File: config.mk
export PLATFORM = sky130hd
export DESIGN_NAME = program_counter_ras
export DESIGN_NICKNAME = d
export VERILOG_FILES = /design/src/rtl/program_counter_ras.sv
export SDC_FILE = /design/constraint.sdc
export NUM_CORES = 1
export LEC_CHECK = 0
export BUFFER_PORTS_ARGS = -buffer_cell sky130_fd_sc_hd__buf_4
export CAP_MARGIN = 20
export CORE_MARGIN = 2
export CORE_UTILIZATION = 25
export DETAILED_ROUTE_END_ITERATION = 12
export SLEW_MARGIN = 20
export SYNTH_ARGS = -nofsm -noshare
export SYNTH_HDL_FRONTEND = slang
export SYNTH_SLANG_ARGS = --single-unit
File: constraint.sdc
create_clock -name clk -period 9.7 [get_ports clk]
set_input_delay 0.97 -clock clk [delete_from_list [all_inputs] [get_ports clk]]
set_output_delay 0.97 -clock clk [all_outputs]
set_load 0.01 [all_outputs]
File: src/rtl/program_counter_ras.sv
// Program counter with a circular return-address stack.
// Next-PC priority per rising edge: flush, stall, ret, branch_taken, sequential.
// The RAS overwrites its oldest entry when a push arrives while full.
module program_counter_ras #(
  parameter int              XLEN         = 64,
  parameter logic [XLEN-1:0] RESET_VECTOR = '0,
  parameter int              INC          = 4,
  parameter int              RAS_DEPTH    = 4
) (
  input  logic            clk,
  input  logic            reset,
  input  logic            PCWrite,
  input  logic            flush,
  input  logic [XLEN-1:0] flush_target,
  input  logic            branch_taken,
  input  logic [XLEN-1:0] branch_target,
  input  logic            call,
  input  logic            ret,
  output logic [XLEN-1:0] PC_Out,
  output logic [XLEN-1:0] PC_Plus,
  output logic            ras_empty,
  output logic            ras_full,
  output logic            ras_underflow,
  output logic            misaligned
);

  localparam int PW = $clog2(RAS_DEPTH);
  localparam int CW = PW + 1;
  localparam logic [CW-1:0] DEPTH_C = CW'(RAS_DEPTH);

  logic [XLEN-1:0] pc_q, pc_d;
  logic [XLEN-1:0] ras_mem [RAS_DEPTH];
  // ptr_q is the next free slot; the top of stack sits one below it.
  logic [PW-1:0]   ptr_q, ptr_d;
  logic [CW-1:0]   cnt_q, cnt_d;
  logic            unf_d;
  logic            push, replace;
  logic [PW-1:0]   top_idx;
  logic [XLEN-1:0] top_val;
  logic [XLEN-1:0] bt_aligned;

  assign PC_Out     = pc_q;
  assign PC_Plus    = pc_q + XLEN'(INC);
  assign misaligned = pc_q[1];
  assign ras_empty  = (cnt_q == '0);
  assign ras_full   = (cnt_q == DEPTH_C);
  assign top_idx    = ptr_q - PW'(1);
  assign top_val    = ras_mem[top_idx];
  assign bt_aligned = {branch_target[XLEN-1:1], 1'b0};

  // Next-PC selection and RAS pointer/count bookkeeping.
  always_comb begin
    pc_d    = PC_Plus;
    ptr_d   = ptr_q;
    cnt_d   = cnt_q;
    unf_d   = 1'b0;
    push    = 1'b0;
    replace = 1'b0;
    if (flush) begin
      pc_d = {flush_target[XLEN-1:1], 1'b0};
    end else if (!PCWrite) begin
      pc_d = pc_q;
    end else if (ret) begin
      if (ras_empty) begin
        // Underflow falls back to the supplied target; a coincident call still pushes.
        pc_d  = bt_aligned;
        unf_d = 1'b1;
        push  = call && branch_taken;
      end else begin
        pc_d = top_val;
        if (call && branch_taken) begin
          replace = 1'b1;
        end else begin
          ptr_d = ptr_q - PW'(1);
          cnt_d = cnt_q - CW'(1);
        end
      end
    end else if (branch_taken) begin
      pc_d = bt_aligned;
      push = call;
    end
    if (push) begin
      ptr_d = ptr_q + PW'(1);
      cnt_d = ras_full ? cnt_q : cnt_q + CW'(1);
    end
  end

  // PC, pointer, count and underflow pulse registers.
  always_ff @(posedge clk or negedge reset) begin
    if (!reset) begin
      pc_q          <= RESET_VECTOR;
      ptr_q         <= '0;
      cnt_q         <= '0;
      ras_underflow <= 1'b0;
    end else begin
      pc_q          <= pc_d;
      ptr_q         <= ptr_d;
      cnt_q         <= cnt_d;
      ras_underflow <= unf_d;
    end
  end

  // RAS storage; contents are qualified by the count so they carry no reset.
  always_ff @(posedge clk) begin
    if (reset && push) begin
      ras_mem[ptr_q] <= PC_Plus;
    end else if (reset && replace) begin
      ras_mem[top_idx] <= PC_Plus;
    end
  end

endmodule

# Word-level counts from Yosys, hierarchy flattened
# Memory sizes are Yosys's and may differ from the RTL's.
# Cells that the tools add are included.
word_totals:
  reg_bits: 70
  mem_bits_rw: 256
  inputBits: 135
  out_inout_bits: 132
  wordCells: 65
  mem_count: 1
classes:
  n_addsub: 5
  n_eq_ne: 5
  mux: 40
  n_reduce_logical: 10
mem_list:
  columns: ["memory", "depth", "word_bits", "rd", "rd_ports_with_merged_regs", "wr", "line", "source"]
  rows:
  - ["ras_mem", 4, 64, 1, 0, 1, "32", "logic [XLEN-1:0] ras_mem [RAS_DEPTH];"]
ops:
  columns: ["operator", "count"]
  rows:
  - ["64-bit 2-to-1 mux", 6]
  - ["64-bit by 3-bit adder with 64-bit output, second input constant", 1]
  - ["64-bit OR reduction", 1]
  - ["3-bit 2-to-1 mux", 7]
  - ["1-bit 2-to-1 mux", 20]
  - ["2-bit 2-to-1 mux", 7]
  - ["6-bit AND reduction", 1]
  - ["2-bit nonzero test", 3]
  - ["5-bit AND reduction", 1]
  - ["2-bit by 1-bit inequality test with 1-bit output, second input constant", 2]
  - ["2-bit inequality test, second input constant", 2]
  - ["3-bit by 1-bit adder with 3-bit output, second input constant", 1]
  - ["3-bit equality test, second input constant", 1]
  - ["1-bit logical AND", 3]
  - ["3-bit logical NOT", 1]
  - ["3-bit by 1-bit subtractor with 3-bit output, second input constant", 1]
  - ["2-bit by 1-bit adder with 2-bit output, second input constant", 1]
  - ["2-bit by 1-bit subtractor with 2-bit output, second input constant", 1]

# Longest topological paths before layout
# Gate-level depths: netlist of run 1.
logic_depth:
  depth_word: 12
  mapped_depth: 9
  mapped_depth_nobuf: 7

# Worst setup path after synthesis of run 1
# Ideal clock, no wire load.
synth_timing:
  path_kind: "input -> register"
  start: "input port PCWrite"
  end: "memory ras_mem[3][0] (enable)"
  t_arrival_ps: 5084
  required_ps: 9193
  path_slack_ps: 4110
  path_stages: 6
  cell_sequence: "clkbuf_1 > inv_1 > nor2_1 > clkbuf_1 > nand4_1 > a21oi_1"
synth_between:
  elab_chain_len: 8
  word_cells_on_any_way: 14
  classes_between: "11 x mux; 3 x reduce/logical"
synth_lines:
  columns: ["item", "line", "source"]
  rows:
  - ["start: declaration", "12", "input logic PCWrite,"]
  - ["1-bit 2-to-1 mux", "61", "end else if (!PCWrite) begin"]
  - ["1-bit 2-to-1 mux", "59", "if (flush) begin"]
  - ["1-bit logical AND", "107", "end else if (reset && replace) begin"]
  - ["1-bit 2-to-1 mux", "107", null]
  - ["1-bit 2-to-1 mux", "105", "if (reset && push) begin"]
  - ["1-bit 2-to-1 mux (not written as such)", "108", "ras_mem[top_idx] <= PC_Plus;"]
  - ["64-bit OR reduction (no source line)", null, null]
  - ["2-bit 2-to-1 mux (no source line) / 1-bit 2-to-1 mux (equally long branches)", null, null]
  - ["end: declaration", "32", null]
# Several ways; a longest one is shown, not always the timed one.

# Worst setup path after layout of run 1
layout_timing:
  start: "register pc_q[35] (netlist: PC_Out[35])"
  end: "output port PC_Plus[50]"
layout_between:
  elab_chain_len: 1
layout_lines:
  columns: ["item", "line", "source"]
  rows:
  - ["start: declaration", "31", "logic [XLEN-1:0] pc_q, pc_d;"]
  - ["start signal: assignment", "96", "pc_q <= pc_d;"]
  - ["64-bit by 3-bit adder with 64-bit output", "43", "assign PC_Plus = pc_q + XLEN'(INC);"]
  - ["end: declaration", "20", "output logic [XLEN-1:0] PC_Plus,"]
# Every way passes these cells.

==> metrics, run 1 <==
post-synthesis area per instance roughly 13 um2; RSZ-0062 raised after global routing no; grt ovf 0; R2R Path Start ptr_q[1]; final std cells w/o fill about 2,300; CTS buffer count 38; core area 0.06171 mm2; final hold violations 0; Antenna diodes 0; CTS max path bufs 3; Clock Skews 16.58 ps; Critical Path Most Common Cell nand4_1; Arr. time, crit path ~4200 ps; via count ~12,000; DR WL met2 just under 30,000 um; register area share after synthesis 60.47%; WL final 61,080 um; cell area after placement roughly 0.019 mm2; Startpoint Class flop; Crit. End Element primary output; GRT Resource Usage Total a little under a fifth; met3 WL post-DR about 6000 um; outcome finished, final reports clean; Cells after Synth about 1,200; clock slew at reported path FFs approximately 60 ps; DR pass1 iterations 5; crit path from PC_Out[35]; # IOs roughly 270; Top Metal Used met5; Leakage between 7 and 8 nW; Crit path largest cell delay 950 ps; crit-path max FO 9; Largest delay share family, worst path simple AND/OR/NAND/NOR gates; dpl cells 2,206; Crit Reg-Reg Endpoint ras_mem[1][39]; Slowest cell on crit path nor4_1; Design Area, Final between 0.015 and 0.02 mm2; Synth Flop Type edfxtp_1; CTS hold repair buffers 0; PnR Total Power 4.509 mW; crit path cell chain nand4_1 -> nor4_1 -> nand4_1 -> xnor2_1 -> buf_4; Async SR Flop Fraction roughly 21%; Remaining DRCs 0; commonest non-fill, non-tap cell in the layout buf_4; final critical-path required period 5137 ps; Iter 0 DRT Violations 1,257; actual slew at the worst max-slew pin roughly 1000 ps; Row Count 91; final setup violation count 0; H-Tree Depth 2; DP HPWL 42,030 um; Final Max Slew Viols 0; clk root buf clkbuf_16; worst min path class in2async; area delta synth->final 26.66%; fin crit share a little over half; commonest non-fill, non-tap cells in the layout buf_4 (287), edfxtp_1 (256), o21ai_0 (82); Worst-Skew Late Latency approximately 570 ps; WL/cell approximately 27 um; Post-CTS Setup Bufs 0; starting density of the core between 20% and 30%; CTS tree built; MaxCap Viol Count 0; EDFF count, synth approximately 260; FF-to-FF setup slack 5580 ps; Mapped Area about 0.016 mm2; CP Class reg2out; Die H roughly 250 um; Synth Warn # 0; Peak VDD IR 112.0 uV; CP bufs+invs 1; Synth cell types 77; vias in the first global route between 10,000 and 15,000; pin count of the biggest net entering global routing 76; RD Place Congestion roughly 0.84; Max Freq 0.1947 GHz; Die X roughly 250 um; # nets final ~1,500; die area ~0.064 mm2; antenna violations before repair 6; Worst slew margin about a third; Sink Count 326; antenna-violating nets left 0; vias per inst 5.257; Metal-1 WL around 25,000 um; syn nets 1,303; first-pass GRT wire length approximately 86,000 um; setup tns final 0 ps; Port Buffers 264; CP Data Required Time about 8700 ps; Seq cells post-synth about 330; share of cells above drive strength 1 a little under a third; post-CTS sizing 0; PD cells about 230 mW/mm2; reg2reg path depth 6
-- power by group --
| group | leakage [nW] | internal, mW | switching (mW) |
|---|---|---|---|
| Clock | 0.610 | 0.854 | 0.598 |
| Combinational | 3.31 | 0.571 | 0.652 |
| Sequential | 3.14 | 1.64 | 0.194 |
| Total | 7.06 | 3.06 | 1.44 |
-- flip-flops by register name (all words and copies together) (netlist names) --
register,cells
ptr_q,2
PC_Out,64
ras_underflow,1
ras_mem,256
cnt_q,3
-- Yosys cell counts (23+ instances only) --
master,instances,area [um2]
a21oi_1,73,365.4
a221oi_1,23,201.4
clkbuf_1,65,244.0
dfrtp_1,70,1752
edfxtp_1,256,7687
mux4_2,64,1441
nand2_1,68,255.2
nand3_1,32,160.2
nor2_1,57,214.0
nor3_1,32,160.2
o21ai_0,82,410.4
xnor2_1,39,341.6
-- routing by layer --
metal | global-route usage, % | vias to the layer above
met4 | 4.471 | 12
met1 | 24.52 | 6165
met5 | 0 | -
li1 | - | 5119
met3 | 5.214 | 80
met2 | 30.36 | 584
-- area by class of cell --
| class | instances | area [um2] |
|---|---|---|
| Inverter | 16 | 60.06 |
| Multi-Input combinational cell | 740 | 5822 |
| Clock buffer | 48 | 1018 |
| Clock inverter | 21 | 224.0 |
| Sequential cell | 326 | 9444 |
| Fill cell | 6218 | 41940 |
| Tap cell | 837 | 1047 |
| Timing Repair Buffer | 287 | 2155 |
-- through the flow --
stage | setup slack, ps | hold slack (ps) | utilization, %
CTS | 4707 | 313.9 | 32.04
global route | 4260 | 338.6 | 32.04
floorplan | 4110 | 478.4 | -
detailed placement | 4598 | 527.3 | 30.02
global placement | 4654 | 510.1 | 30.02
finish | 4563 | 324.6 | 32.04
-- worst register-to-register path: stages (launching register included) --
cell,delay (ps)
dfrtp_2,830
buf_4,760
inv_1,280
nor3_1,240
a21oi_1,100
nor2_4,730
buf_4,770
-- cell families (layout without fill, tap and decap cells) --
family	count (synthesis)	in the layout	share of synthesized area, %
AO/OA/AOI/OAI	285	285	11.90
XOR/XNOR	62	62	3.527
adder cells (fa/ha/maj)	2	2	0.2084
buffers and inverters	100	372	2.557
flip-flops	326	326	60.47
multiplexers	82	82	10.44
AND/OR/NAND/NOR	309	309	10.89
-- worst max-delay path by stage --
stage / end / slack [ps] / depth (start not counted)
CTS: PC_Plus[50] / 4710 / 5
finish: PC_Plus[50] / 4560 / 5
global route: PC_Plus[50] / 4260 / 5
global placement: ras_mem[0][32] / 4650 / 9
detailed placement: ras_mem[2][23] / 4600 / 9
floorplan: ras_mem[3][0] / 4110 / 6
No activity file was read; power rests on OpenSTA's default activity.
==> run 2, diff against run 1 <==
Clock period 9.7 ns to 5.3 ns, I/O delays scaled along.
==> metrics, run 2 (synthesis gave the netlist of run 1 again) <==
slack of the critical path slightly below 900 ps; share of cells above drive strength 1 31.09%; antenna-violating nets left 0; grt ovf 0; post-CTS sizing 0; commonest non-fill, non-tap cells in the layout buf_4 (290), edfxtp_1 (256), o21ai_0 (82); Die H between 200 and 300 um; CTS max path bufs 3; setup tns final 0 ps; Crit. End Element primary output; MaxCap Viol Count 0; Clock power frac between 30% and 40%; Psw 2.605 mW; worst min path class in2reg; CP Data Required Time ~4800 ps; Peak VDD IR 280.6 uV; fin crit share 83.34%; Startpoint Class flop; max reg flops approximately 260; area delta synth->final 27.07%; outcome finished, final reports clean; Worst slew margin 33.93%; H-Tree Depth 2; actual slew at the worst max-slew pin just under 1000 ps; final critical-path required period between 4000 and 5000 ps; starting density of the core 25.29%; RSZ-0062 raised after global routing no; Filler Cell Count between 6,000 and 7,000; Sequential Power Share between 40% and 50%; FF-to-FF setup slack 1810 ps; vias in the first global route about 12,000; final hold violations 0; pin count of the biggest net entering global routing 65; Row Count 91; Design Area, Final roughly 0.02 mm2; CTS hold repair buffers 1; first-pass GRT wire length 86,840 um; CP Class reg2out; via count 12,029; vias per inst 5.271; Biggest register ras_mem; commonest non-fill, non-tap cell in the layout buf_4; cell area after placement 0.01861 mm2; Iter 0 DRT Violations between 1,000 and 1,500; die area 0.06445 mm2; Port Buffers ~260; sw frac a little under a third; WL final a little over 60,000 um; PnR Total Power 8.197 mW; Arr. time, crit path around 3900 ps; final setup violation count 0; GRT Resource Usage Total between 10% and 20%; # nets final between 1,500 and 2,000; Max Freq about 0.23 GHz; Die X 253.9 um; clock slew at reported path FFs 60 ps; crit-path max FO 9; DR pass1 iterations 5; WL/cell around 27 um; CTS tree built; CTS buffer count 37; RD Place Congestion 0.8490; Pint between 5 and 6 mW; Clock Skews 25.47 ps; # IOs about 270; antenna violations before repair 4; PD cells 413.3 mW/mm2; Post-CTS Setup Bufs 0; DP HPWL around 43,000 um; Worst-Skew Late Latency approximately 560 ps; pre-CTS WS 1529 ps; combinational fraction of design power between 20% and 30%; core area roughly 0.062 mm2; Sink Count between 300 and 400; clk root buf clkbuf_16; Final Max Slew Viols 0; Remaining DRCs 0; Hold WS ~190 ps; Leakage 7.093 nW
run 2: power groups by stage:
stage,clock network [mW],logic [mW],registers (mW)
after floorplan,0,1.42,3.23
after global placement,0,2.21,3.43
after detailed placement,0,2.25,3.45
after CTS,2.62,2.26,3.40
after global routing,2.72,2.40,3.43
final,2.57,2.23,3.40
run 2: worst max-delay path: stages, from the launching register on:
cell,delay [ps]
dfrtp_1,500
nand4_1,370
nor4_1,750
nand4_1,720
xnor2_1,750
buf_4,230
run 2: area by class of cell:
type / instances / area (um2) / share of cell area (%)
repair buffers: 294 / 2247 / 11.33
well taps: 837 / 1047 / 5.280
inverters: 16 / 60.06 / 0.3028
diodes: 1 / 2.502 / 0.01262
flip-flops and latches: 326 / 9444 / 47.62
clock buffers: 62 / 1152 / 5.810
multi-input cells: 740 / 5822 / 29.35
clock inverters: 6 / 58.81 / 0.2965
run 2: worst paths after layout:
| check | start | end | depth (start not counted) |
|---|---|---|---|
| max in group asynchronous | reset | ptr_q[1] | 3 |
| min | flush_target[8] | PC_Out[8] | 3 |
| max | PC_Out[35] | PC_Plus[50] | 5 |
| min reg2reg | cnt_q[2] | cnt_q[2] | 1 |
| min in group asynchronous | reset | PC_Out[11] | 2 |
| max reg2reg | PC_Out[35] | PC_Out[50] | 6 |
run 2: metrics by stage:
step / cells / util [%]
floorplan: 1166 / -
global placement: 2212 / 30.16
detailed placement: 2212 / 30.16
CTS: 2281 / 32.14
global route: 2282 / 32.14
finish: 2282 / 32.14
run 2: layer usage:
metal,wire (um),GRT usage [%],vias up
li1,-,-,5124
met1,24640,24.64,6194
met2,29220,30.41,631
met3,6697,6.330,74
met4,1080,3.832,6
met5,46,0,-
